==> src/rtl/vga_sync_timing_if.sv <==
// Pixel-timing bundle between the sync generator and its consumer.
// The generator (master) samples tick_in and drives the timing outputs.
// The consumer (slave) supplies tick_in and observes the timing.
interface vga_sync_timing_if;
   logic       tick_in;
   logic       hsync;
   logic       vsync;
   logic       video_on;
   logic [9:0] pixel_x;
   logic [9:0] pixel_y;
   logic       line_end;
   logic       frame_start;

   modport master (
      input  tick_in,
      output hsync, vsync, video_on, pixel_x, pixel_y, line_end, frame_start
   );

   modport slave (
      output tick_in,
      input  hsync, vsync, video_on, pixel_x, pixel_y, line_end, frame_start
   );
endinterface

==> src/rtl/vga_sync_timing.sv <==
// VGA horizontal/vertical timing generator.
// The counters advance once per rising edge of the pixel tick. The next
// position is decoded combinationally, and every output is taken from a
// register, so sync and blanking always match pixel_x/pixel_y in the same
// cycle. Reset parks the position on the last pixel of the frame, so the
// first advance lands on (0,0) and raises line_end and frame_start.
module vga_sync_timing #(
   parameter int   H_DISPLAY   = 640,
   parameter int   H_FRONT     = 16,
   parameter int   H_SYNC      = 96,
   parameter int   H_BACK      = 48,
   parameter int   V_DISPLAY   = 480,
   parameter int   V_FRONT     = 10,
   parameter int   V_SYNC      = 2,
   parameter int   V_BACK      = 33,
   parameter logic SYNC_ACTIVE = 1'b0
) (
   input  logic              clk,
   input  logic              reset,
   vga_sync_timing_if.master vga
);

   localparam int H_TOTAL = H_DISPLAY + H_FRONT + H_SYNC + H_BACK;
   localparam int V_TOTAL = V_DISPLAY + V_FRONT + V_SYNC + V_BACK;

   localparam logic [9:0]  H_LAST    = 10'(H_TOTAL - 1);
   localparam logic [9:0]  V_LAST    = 10'(V_TOTAL - 1);
   // Decode limits are one bit wider so a 1024-wide region still compares correctly.
   localparam logic [10:0] H_VIS_END = 11'(H_DISPLAY);
   localparam logic [10:0] V_VIS_END = 11'(V_DISPLAY);
   localparam logic [10:0] H_SYNC_LO = 11'(H_DISPLAY + H_FRONT);
   localparam logic [10:0] H_SYNC_HI = 11'(H_DISPLAY + H_FRONT + H_SYNC - 1);
   localparam logic [10:0] V_SYNC_LO = 11'(V_DISPLAY + V_FRONT);
   localparam logic [10:0] V_SYNC_HI = 11'(V_DISPLAY + V_FRONT + V_SYNC - 1);

   logic       tick_q_r;
   logic [9:0] h_count_r;
   logic [9:0] v_count_r;
   logic       hsync_r;
   logic       vsync_r;
   logic       video_on_r;
   logic       line_end_r;
   logic       frame_start_r;

   logic       advance_s;
   logic [9:0] h_next_s;
   logic [9:0] v_next_s;
   logic       h_wrap_s;
   logic       v_wrap_s;
   logic       hsync_next_s;
   logic       vsync_next_s;
   logic       video_on_next_s;

   // Find the tick rising edge and the position that follows it.
   always_comb begin
      advance_s = vga.tick_in & ~tick_q_r;
      h_next_s  = h_count_r;
      v_next_s  = v_count_r;
      h_wrap_s  = 1'b0;
      v_wrap_s  = 1'b0;
      if (advance_s) begin
         if (h_count_r == H_LAST) begin
            h_next_s = 10'd0;
            h_wrap_s = 1'b1;
            if (v_count_r == V_LAST) begin
               v_next_s = 10'd0;
               v_wrap_s = 1'b1;
            end else begin
               v_next_s = v_count_r + 10'd1;
            end
         end else begin
            h_next_s = h_count_r + 10'd1;
         end
      end else begin
         h_next_s = h_count_r;
      end
   end

   // Decode sync and visible area from the next position, so they are registered alongside it.
   always_comb begin
      hsync_next_s    = ~SYNC_ACTIVE;
      vsync_next_s    = ~SYNC_ACTIVE;
      video_on_next_s = 1'b0;
      if (({1'b0, h_next_s} >= H_SYNC_LO) && ({1'b0, h_next_s} <= H_SYNC_HI)) begin
         hsync_next_s = SYNC_ACTIVE;
      end else begin
         hsync_next_s = ~SYNC_ACTIVE;
      end
      if (({1'b0, v_next_s} >= V_SYNC_LO) && ({1'b0, v_next_s} <= V_SYNC_HI)) begin
         vsync_next_s = SYNC_ACTIVE;
      end else begin
         vsync_next_s = ~SYNC_ACTIVE;
      end
      if (({1'b0, h_next_s} < H_VIS_END) && ({1'b0, v_next_s} < V_VIS_END)) begin
         video_on_next_s = 1'b1;
      end else begin
         video_on_next_s = 1'b0;
      end
   end

   // Position, tick history and all outputs; reset overrides any advance on the same edge.
   always_ff @(posedge clk) begin
      if (reset) begin
         tick_q_r      <= 1'b0;
         h_count_r     <= H_LAST;
         v_count_r     <= V_LAST;
         hsync_r       <= ~SYNC_ACTIVE;
         vsync_r       <= ~SYNC_ACTIVE;
         video_on_r    <= 1'b0;
         line_end_r    <= 1'b0;
         frame_start_r <= 1'b0;
      end else begin
         tick_q_r      <= vga.tick_in;
         h_count_r     <= h_next_s;
         v_count_r     <= v_next_s;
         hsync_r       <= hsync_next_s;
         vsync_r       <= vsync_next_s;
         video_on_r    <= video_on_next_s;
         line_end_r    <= h_wrap_s;
         frame_start_r <= h_wrap_s & v_wrap_s;
      end
   end

   assign vga.hsync       = hsync_r;
   assign vga.vsync       = vsync_r;
   assign vga.video_on    = video_on_r;
   assign vga.pixel_x     = h_count_r;
   assign vga.pixel_y     = v_count_r;
   assign vga.line_end    = line_end_r;
   assign vga.frame_start = frame_start_r;

endmodule

==> src/flat_wrapper.sv <==
// flat-port wrapper written by rule: the top's interface ports become plain ports
module vga_sync_timing_flat 
#(
   parameter int   H_DISPLAY   = 640,
   parameter int   H_FRONT     = 16,
   parameter int   H_SYNC      = 96,
   parameter int   H_BACK      = 48,
   parameter int   V_DISPLAY   = 480,
   parameter int   V_FRONT     = 10,
   parameter int   V_SYNC      = 2,
   parameter int   V_BACK      = 33,
   parameter logic SYNC_ACTIVE = 1'b0
)
  (clk, reset, vga_tick_in, vga_hsync, vga_vsync, vga_video_on, vga_pixel_x, vga_pixel_y, vga_line_end, vga_frame_start);
  vga_sync_timing_if vga_i ();
  input  logic clk;
  input  logic reset;
  input wire logic [$bits(vga_i.tick_in)-1:0] vga_tick_in;
  output wire logic [$bits(vga_i.hsync)-1:0] vga_hsync;
  output wire logic [$bits(vga_i.vsync)-1:0] vga_vsync;
  output wire logic [$bits(vga_i.video_on)-1:0] vga_video_on;
  output wire logic [$bits(vga_i.pixel_x)-1:0] vga_pixel_x;
  output wire logic [$bits(vga_i.pixel_y)-1:0] vga_pixel_y;
  output wire logic [$bits(vga_i.line_end)-1:0] vga_line_end;
  output wire logic [$bits(vga_i.frame_start)-1:0] vga_frame_start;
  assign vga_i.tick_in = vga_tick_in;
  assign vga_hsync = vga_i.hsync;
  assign vga_vsync = vga_i.vsync;
  assign vga_video_on = vga_i.video_on;
  assign vga_pixel_x = vga_i.pixel_x;
  assign vga_pixel_y = vga_i.pixel_y;
  assign vga_line_end = vga_i.line_end;
  assign vga_frame_start = vga_i.frame_start;
  vga_sync_timing #(.H_DISPLAY(H_DISPLAY), .H_FRONT(H_FRONT), .H_SYNC(H_SYNC), .H_BACK(H_BACK), .V_DISPLAY(V_DISPLAY), .V_FRONT(V_FRONT), .V_SYNC(V_SYNC), .V_BACK(V_BACK), .SYNC_ACTIVE(SYNC_ACTIVE)) u_core (.clk(clk), .reset(reset), .vga(vga_i));
endmodule
==> config.mk <==
export PLATFORM = sky130hd
export DESIGN_NAME = vga_sync_timing_flat
export DESIGN_NICKNAME = d
export VERILOG_FILES = /design/src/rtl/vga_sync_timing_if.sv /design/src/rtl/vga_sync_timing.sv /design/src/flat_wrapper.sv
export SDC_FILE = /design/constraint.sdc
export NUM_CORES = 1
export LEC_CHECK = 0
export ABC_AREA = 1
export CAP_MARGIN = 20
export CORE_ASPECT_RATIO = 1.75
export CORE_UTILIZATION = 45
export DETAILED_ROUTE_END_ITERATION = 8
export DONT_BUFFER_PORTS = 1
export GPL_TIMING_DRIVEN = 0
export PLACE_DENSITY = 0.74
export SLEW_MARGIN = 30
export SYNTH_ARGS = -nofsm -noshare
export SYNTH_HDL_FRONTEND = slang
export SYNTH_SLANG_ARGS = --single-unit
export TNS_END_PERCENT = 100
==> constraint.sdc <==
create_clock -name clk -period 1.6 [get_ports clk]
set_input_delay 0.32 -clock clk [delete_from_list [all_inputs] [get_ports clk]]
set_output_delay 0.32 -clock clk [all_outputs]
set_load 0.005 [all_outputs]
==> impl_summary.log, run 1 <==
INFO  metric status = finished with violations
INFO  metric failed_checks = negative setup slack
INFO  metric timing.setup.tns = -0.231 ns
INFO  metric remaining_drc_errors = 0
INFO  metric syn_area = 0.00149 mm²
INFO  metric antenna_found_initial = 0
INFO  metric design.core.area = 0.00314 mm²
INFO  metric timing.hold.ws = 0.102 ns
INFO  metric synth.yosys.warnings = 0
INFO  metric avgViaCountPerCell = 5.14
INFO  metric grt_setup_unrepaired = yes
INFO  metric synth_edf_count = 0
INFO  metric final-max-slew-violation-count = 0
INFO  metric grt-ovfl-total = 0
INFO  metric critical_path_class = flip-flop to flip-flop
INFO  metric tritoncts_clock_tree = done
INFO  metric crit_path_dat = 1.85 ns
INFO  metric clock_insertion_delay_worst_skew = 0.28 ns
INFO  metric endpoint_kind = flip-flop
INFO  metric maxCapViolCount = 0
INFO  metric start_util = 47.4%
INFO  metric cp_data_required_time = 1.77 ns
INFO  metric synth.net_count = 218
INFO  metric clock_skew = 0.00149 ns
INFO  metric clk_pin_slew_worst_paths = 0.10 ns
INFO  metric syn_inst = 212
INFO  metric min_path_type = primary input to flip-flop
INFO  metric cts-buffers-inserted = 3
INFO  metric max_clock_freq = 596 MHz
INFO  metric detailed_place_hpwl = 2660 µm
INFO  metric io_buffers = 0
INFO  metric maximum_clock_insertion_buffer_count = 2
INFO  metric timing_hold_violations_final = 0
INFO  metric detail_route.first_pass.iterations = 4
INFO  metric fraction_of_final_layout_cells_sized_beyond_drive_strength_1 = 27.9%
INFO  metric first_global_vias = 1360
INFO  metric cts.sink_count = 26
INFO  metric die_h = 78.1 µm
INFO  metric timing.final.ws_setup = -0.0788 ns
INFO  metric postSynth.asyncResetShare = 0%
INFO  metric floorplan.die.width = 45.5 µm
INFO  metric design.die.area = 0.00355 mm²
INFO  metric drt.antenna.violating_nets = 0
INFO  metric number_of_levels_the_h_tree_was_split_into = 1
INFO  metric layout-area-overhead-vs-synth = 20.6%
INFO  metric crit_path_start_kind = flip-flop
INFO  metric area.sequential = 537 µm²
INFO  metric multi_input_comb_area = 898 µm²
INFO  metric setup_viol = 4
INFO  metric antenna_cells_inserted = 0
INFO  metric globalRouteTotalUtil = 23.3%
INFO  metric yosysSeqAreaShare = 34.9%
INFO  metric power.static_leakage = 0.000852 µW
INFO  metric cts-hold-fix-buffers = 0
INFO  metric initialDrtViolationCount = 37
INFO  metric worst-path-max-fanout = 5
INFO  metric via_count = 1399
INFO  metric p_per_cell_area = 1120 mW/mm²
INFO  metric nFillCells = 309
INFO  metric maximum_resistive_drop_on_vdd = 0.000843 V
INFO  metric wire_length_per_cell = 13.5 µm
INFO  metric num-nets-final = 236
INFO  metric synth-seq-cells = 26
INFO  metric avgSynthCellArea = 7.03 µm²
INFO  metric synth_ff_type = dfxtp_1
INFO  metric ios = 28
INFO  metric yosysUniqueCellTypes = 32
INFO  metric grt_max_degree = 16
INFO  metric clockRootBuffer = clkbuf_8
INFO  metric gpl.final_weighted_congestion = 0.850
INFO  metric mostFrequentLayoutCell = nand2_1
INFO  metric wl = 3670 µm
INFO  metric grt_pass1_wl = 6120 µm
INFO  metric std_cell_rows = 27
INFO  metric tightestPinTransition = 0.548 ns
INFO  metric max-slew-margin-rel = 63.5%
INFO  metric finalWorstPathRequiredPeriod = 1.68 ns
INFO  metric pre_cts_slack = -0.175 ns
INFO  metric final_cell_mix = nand2_1, nor2_1, inv_1
INFO  metric timing.final.crit_share = 105%
per-stage QoR:
stage / area [µm²] / total power (µW) / util [%] / instances
after floorplan: 1510 / 1250 / - / 212
after global placement: 1570 / 1350 / 49.9 / 255
after detailed placement: 1570 / 1360 / 49.9 / 255
after CTS: 1730 / 1970 / 55.0 / 266
after global routing: 1800 / 2140 / 57.2 / 272
final: 1800 / 2020 / 57.2 / 272
synthesized netlist by cell type, types with 2 or more instances:
library cell  instances  area (µm²)
nand2_4               2        22.5
dfxtp_1              26         521
nand3b_1              2        15.0
xnor2_1               2        17.5
inv_1                26        97.6
a21oi_1               3        15.0
nor2_8                2        40.0
o21ai_1               2        10.0
nand2_2               5        31.3
inv_2                 3        11.3
ha_1                  3        37.5
nand2_1              50         188
nand4_1               7        43.8
nor2_4                2        22.5
nand3_4               2        35.0
nor2_1               32         120
o21ai_0               8        40.0
nand3_1              21         105
metal layers:
layer / track usage [%] / share of wire, % / up-vias
met4: 12.4 / 4.7 / 0
met2: 41.6 / 55 / 39
met1: 23.8 / 36 / 632
li1: - / - / 710
met3: 4.37 / 4.3 / 18
met5: 0 / 0 / -
logic make-up after synthesis:
group / count (synthesis) / synth area share (%)
AO/OA/AOI/OAI: 15 / 5.37
adder cells (fa/ha/maj): 3 / 2.52
flip-flops: 26 / 34.9
XOR/XNOR: 3 / 1.76
AND/OR/NAND/NOR: 133 / 46.9
buffers and inverters: 32 / 8.56
power breakdown:
group          total (µW)  switching, µW  internal [µW]
sequential            788           80.1            708
clock                 563            228            335
combinational         668            402            266
state kept, by name (all words and copies together) (netlist names):
signal and cells:
u_core.tick_q_r 1, u_core.vga.frame_start 1, u_core.vga.hsync 1, u_core.vga.line_end 1
u_core.vga.pixel_x 10, u_core.vga.pixel_y 10, u_core.vga.video_on 1, u_core.vga.vsync 1
critical path: stages (launching register included):
cell,delay (ns)
dfxtp_4,0.39
ha_4,0.15
nand2_4,0.07
nor2_8,0.19
nand4_1,0.16
nand2_1,0.09
nand2_1,0.09
a21oi_1,0.13
nand3_1,0.11
nor2_1,0.11
nand3_1,0.08
timing repair:
action,4_1_cts,5_1_grt
resized for setup,21,10
setup buffers,7,6
pin swaps,15,8
gates cloned,0,0
hold endpoints to repair,0,0
setup endpoints to repair,4,7
area by class of cell:
class / count / share of cell area [%]
multi-input combinational: 154 / 50.0
sequential: 26 / 29.9
inverter: 30 / 6.48
timing repair buffer: 13 / 5.85
tap: 43 / 2.99
clock buffer: 3 / 2.30
clock inverter: 1 / 1.67
buffer: 2 / 0.836
path summary, 6_finish.rpt:
kind | startpoint | depth (start not counted) | to | slack [ns]
max reg2reg | u_core.vga.pixel_x[1] | 10 | u_core.vga.vsync | -0.08
min reg2reg | u_core.vga.pixel_x[0] | 1 | u_core.vga.pixel_x[0] | 0.50
min | reset | 1 | u_core.vga.pixel_x[5] | 0.10
max | u_core.vga.pixel_x[1] | 10 | u_core.vga.vsync | -0.08
Power figures use the tool's default switching activity.
==> run 2, diff against run 1 <==
ABC_AREA = unset   (was 1)
CORE_UTILIZATION = 55   (was 45)
PLACE_DENSITY = 0.85   (was 0.74)
REMOVE_ABC_BUFFERS = 1   (was unset)
==> impl_summary.log, run 2 <==
INFO  metric critical_path_class = flip-flop to flip-flop (unchanged)
INFO  metric num-nets-final = 193 (was 236)
INFO  metric via_count = 1353 (was 1399)
INFO  metric clock_power_share = 21.0% (was 27.9%)
INFO  metric postSynth.asyncResetShare = 0% (unchanged)
INFO  metric min_path_type = primary input to flip-flop (unchanged)
INFO  metric cts-buffers-inserted = 3 (unchanged)
INFO  metric crit_path_dat = 2.26 ns (was 1.85 ns)
INFO  metric status = finished with violations (unchanged)
INFO  metric io_buffers = 0 (unchanged)
INFO  metric first_global_vias = 1346 (was 1360)
INFO  metric comb_power_share = 39.0% (was 33.1%)
INFO  metric total_power = 2090 µW (was 2020 µW)
INFO  metric final-max-slew-violation-count = 0 (unchanged)
INFO  metric max_clock_freq = 479 MHz (was 596 MHz)
INFO  metric synth.yosys.warnings = 0 (unchanged)
INFO  metric detailed_place_hpwl = 2200 µm (was 2660 µm)
INFO  metric tritoncts_clock_tree = done (unchanged)
INFO  metric synthTopCellsByArea = dfxtp_1, nor2_1, nand2_1 (was dfxtp_1, nand2_1, nor2_1)
INFO  metric remaining_drc_errors = 0 (unchanged)
INFO  metric start_util = 57.8% (was 47.4%)
INFO  metric antenna_found_initial = 0 (unchanged)
INFO  metric regToRegSetupSlack = -0.49 ns (was -0.08 ns)
INFO  metric grt_pass1_wl = 5980 µm (was 6120 µm)
INFO  metric grt_max_degree = 24 (was 16)
INFO  metric globalRouteTotalUtil = 30.3% (was 23.3%)
INFO  metric min_delay_path_depth = 1 (unchanged)
INFO  metric setup_viol = 19 (was 4)
INFO  metric crit_path_start_kind = flip-flop (unchanged)
INFO  metric number_of_levels_the_h_tree_was_split_into = 1 (unchanged)
INFO  metric timing_hold_violations_final = 0 (unchanged)
INFO  metric hold_path.startpoint = reset (unchanged)
INFO  metric endpoint_kind = flip-flop (unchanged)
INFO  metric nFillCells = 157 (was 309)
INFO  metric design.core.area = 0.00246 mm² (was 0.00314 mm²)
INFO  metric wire_length_per_cell = 19.0 µm (was 13.5 µm)
INFO  metric timing.hold.ws = 0.0760 ns (was 0.102 ns)
INFO  metric synth_top_cell_area_share = 36.6% (was 34.9%)
INFO  metric synth_ff_type = dfxtp_1 (unchanged)
INFO  metric worst-path-max-fanout = 6 (was 5)
INFO  metric floorplan.die.width = 40.5 µm (was 45.5 µm)
INFO  metric area.sequential = 548 µm² (was 537 µm²)
INFO  metric utilization = 75.8% (was 57.2%)
INFO  metric std_cell_rows = 24 (was 27)
INFO  metric finalWorstPathRequiredPeriod = 2.09 ns (was 1.68 ns)
INFO  metric drt.antenna.violating_nets = 0 (unchanged)
INFO  metric cts.sink_count = 26 (unchanged)
INFO  metric final_cell_mix = nand2_1, dfxtp_1, nor2_1 (was nand2_1, nor2_1, inv_1)
INFO  metric fraction_of_final_layout_cells_sized_beyond_drive_strength_1 = 40.3% (was 27.9%)
INFO  metric avgSynthCellArea = 8.33 µm² (was 7.03 µm²)
INFO  metric p_int = 1350 µW (was 1310 µW)
INFO  metric grt_setup_unrepaired = yes (unchanged)
INFO  metric maximum_clock_insertion_buffer_count = 2 (unchanged)
INFO  metric maxCapViolCount = 0 (unchanged)
INFO  metric reg2reg_to = u_core.vga.video_on (was u_core.vga.vsync)
INFO  metric maximum_resistive_drop_on_vdd = 0.000800 V (was 0.000843 V)
INFO  metric die_h = 69.3 µm (was 78.1 µm)
INFO  metric syn_inst = 171 (was 212)
INFO  metric gpl.final_weighted_congestion = 0.771 (was 0.850)
INFO  metric worst_hold_path.endpoint = u_core.vga.pixel_y[6] (was u_core.vga.pixel_x[5])
INFO  metric reg2regPathDepth = 7 (was 10)
INFO  metric initialDrtViolationCount = 62 (was 37)
INFO  metric failed_checks = negative setup slack (unchanged)
INFO  metric detail_route.first_pass.iterations = 4 (unchanged)
INFO  metric power.static_leakage = 0.000705 µW (was 0.000852 µW)
INFO  metric wl = 4020 µm (was 3670 µm)
INFO  metric synth.cells.most_frequent = dfxtp_1, nor2_1, nand2_1 (was nand2_1, nor2_1, dfxtp_1, inv_1, nand3_1)
INFO  metric ios = 28 (unchanged)
INFO  metric synth-seq-cells = 26 (unchanged)
INFO  metric max-slew-margin-rel = 73.0% (was 63.5%)
INFO  metric clockRootBuffer = clkbuf_8 (unchanged)
INFO  metric cp_data_required_time = 1.78 ns (was 1.77 ns)
INFO  metric synthDominantAreaCellType = dfxtp_1 (unchanged)
INFO  metric cts-hold-fix-buffers = 0 (unchanged)
INFO  metric design.die.area = 0.00280 mm² (was 0.00355 mm²)
INFO  metric clock_insertion_delay_worst_skew = 0.28 ns (about the same)
INFO  metric avgViaCountPerCell = 6.38 (was 5.14)
INFO  metric clock_skew = 0.00786 ns (was 0.00149 ns)
INFO  metric timing.setup.tns = -5.93 ns (was -0.231 ns)
INFO  metric synth_edf_count = 0 (unchanged)
INFO  metric grt-ovfl-total = 0 (unchanged)
INFO  metric syn_area = 0.00142 mm² (was 0.00149 mm²)
INFO  metric switching_power = 734 µW (was 710 µW)
INFO  metric synthMostInstantiatedCell = dfxtp_1 (was nand2_1)
INFO  metric reg2reg_from = u_core.vga.pixel_x[6] (was u_core.vga.pixel_x[1])
INFO  metric timing.final.ws_setup = -0.486 ns (was -0.0788 ns)
INFO  metric sequentialPowerShare = 40.1% (was 39.0%)
INFO  metric switching_share_of_power = 35.2% (about the same)
INFO  metric tightestPinTransition = 0.402 ns (was 0.548 ns)
INFO  metric multi_input_comb_area = 0.00103 mm² (was 898 µm²)
INFO  metric p_per_cell_area = 1120 mW/mm² (about the same)
INFO  metric timing.final.crit_share = 130% (was 105%)
INFO  metric yosysUniqueCellTypes = 47 (was 32)
INFO  metric yosysSeqAreaShare = 36.6% (was 34.9%)
INFO  metric antenna_cells_inserted = 0 (unchanged)
INFO  metric clk_pin_slew_worst_paths = 0.09 ns (was 0.10 ns)
INFO  metric layout-area-overhead-vs-synth = 31.0% (was 20.6%)
[run 2: through the flow]
stage / instance area, µm² / instances / worst slack [ns]
after CTS: 1800 / 211 / -0.422
after global routing: 1870 / 212 / -0.542
after global placement: 1420 / 189 / -1.09
final: 1870 / 212 / -0.486
after floorplan: 1390 / 163 / -0.760
after detailed placement: 1430 / 189 / -0.885
[run 2: worst max-delay path by stage]
stage	slack (ns)	startpoint	to	cells after the start
after detailed placement	-0.88	u_core.vga.pixel_x[5]	u_core.vga.pixel_y[4]	5
final	-0.49	u_core.vga.pixel_x[6]	u_core.vga.video_on	7
after CTS	-0.42	u_core.vga.pixel_x[6]	u_core.vga.video_on	7
after floorplan	-0.76	u_core.vga.pixel_x[5]	u_core.vga.pixel_y[4]	5
after global routing	-0.54	u_core.vga.pixel_x[0]	u_core.vga.video_on	8
after global placement	-1.09	u_core.vga.pixel_x[5]	u_core.vga.pixel_y[4]	5
[run 2: what timing repair did]
action                                  CTS  global route
gates resized for setup                  56            16
endpoints found under the setup margin   22            21
buffers inserted                         18             2
pin swaps                                23             7
gates cloned                              0             0
[run 2: final cells by class]
| class | count | area share [%] |
|---|---|---|
| Multi-Input combinational cell | 132 | 55.3 |
| Sequential cell | 26 | 29.4 |
| Timing Repair Buffer | 19 | 9.66 |
| Clock buffer | 4 | 2.95 |
| Tap cell | 26 | 1.74 |
| Inverter | 5 | 1.01 |
[run 2: cells by family (layout without fill, tap and decap cells)]
family / Yosys count / in the layout / share of synthesized area (%)
flip-flops: 26 / 26 / 36.6
XOR/XNOR: 9 / 9 / 5.54
multiplexers: 4 / 4 / 2.81
AND/OR/NAND/NOR: 78 / 78 / 31.0
AO/OA/AOI/OAI: 38 / 38 / 17.5
buffers and inverters: 13 / 28 / 3.95
adder cells (fa/ha/maj): 3 / 3 / 2.64
[run 2: power groups by stage]
stage / clock network [µW] / registers, µW / logic (µW)
global placement: 0 / 825 / 445
CTS: 435 / 828 / 721
detailed placement: 0 / 828 / 472
finish: 438 / 837 / 814
floorplan: 0 / 804 / 385
global route: 463 / 852 / 864
[run 2: per-layer routing]
metal | GRT usage, % | up-vias | part of all wire [%]
met5 | 0 | - | 0
met4 | 19.3 | 0 | 4.8
met3 | 7.37 | 18 | 4.0
met2 | 49.6 | 50 | 54
met1 | 31.3 | 647 | 37
li1 | - | 638 | -
[run 2: worst max-delay path, stage by stage, from the launching register on]
cell,delay (ns)
dfxtp_4,0.39
or3_4,0.42
or4_4,0.50
nor4b_4,0.25
o21ai_2,0.08
a21oi_2,0.18
buf_4,0.14
a211oi_2,0.03
==> run 3, diff against run 2 <==
CTS_CLUSTER_DIAMETER = 120   (was unset)
==> results of run 3 <==
The final DEF is identical to that of run 2; final timing and power are the same.
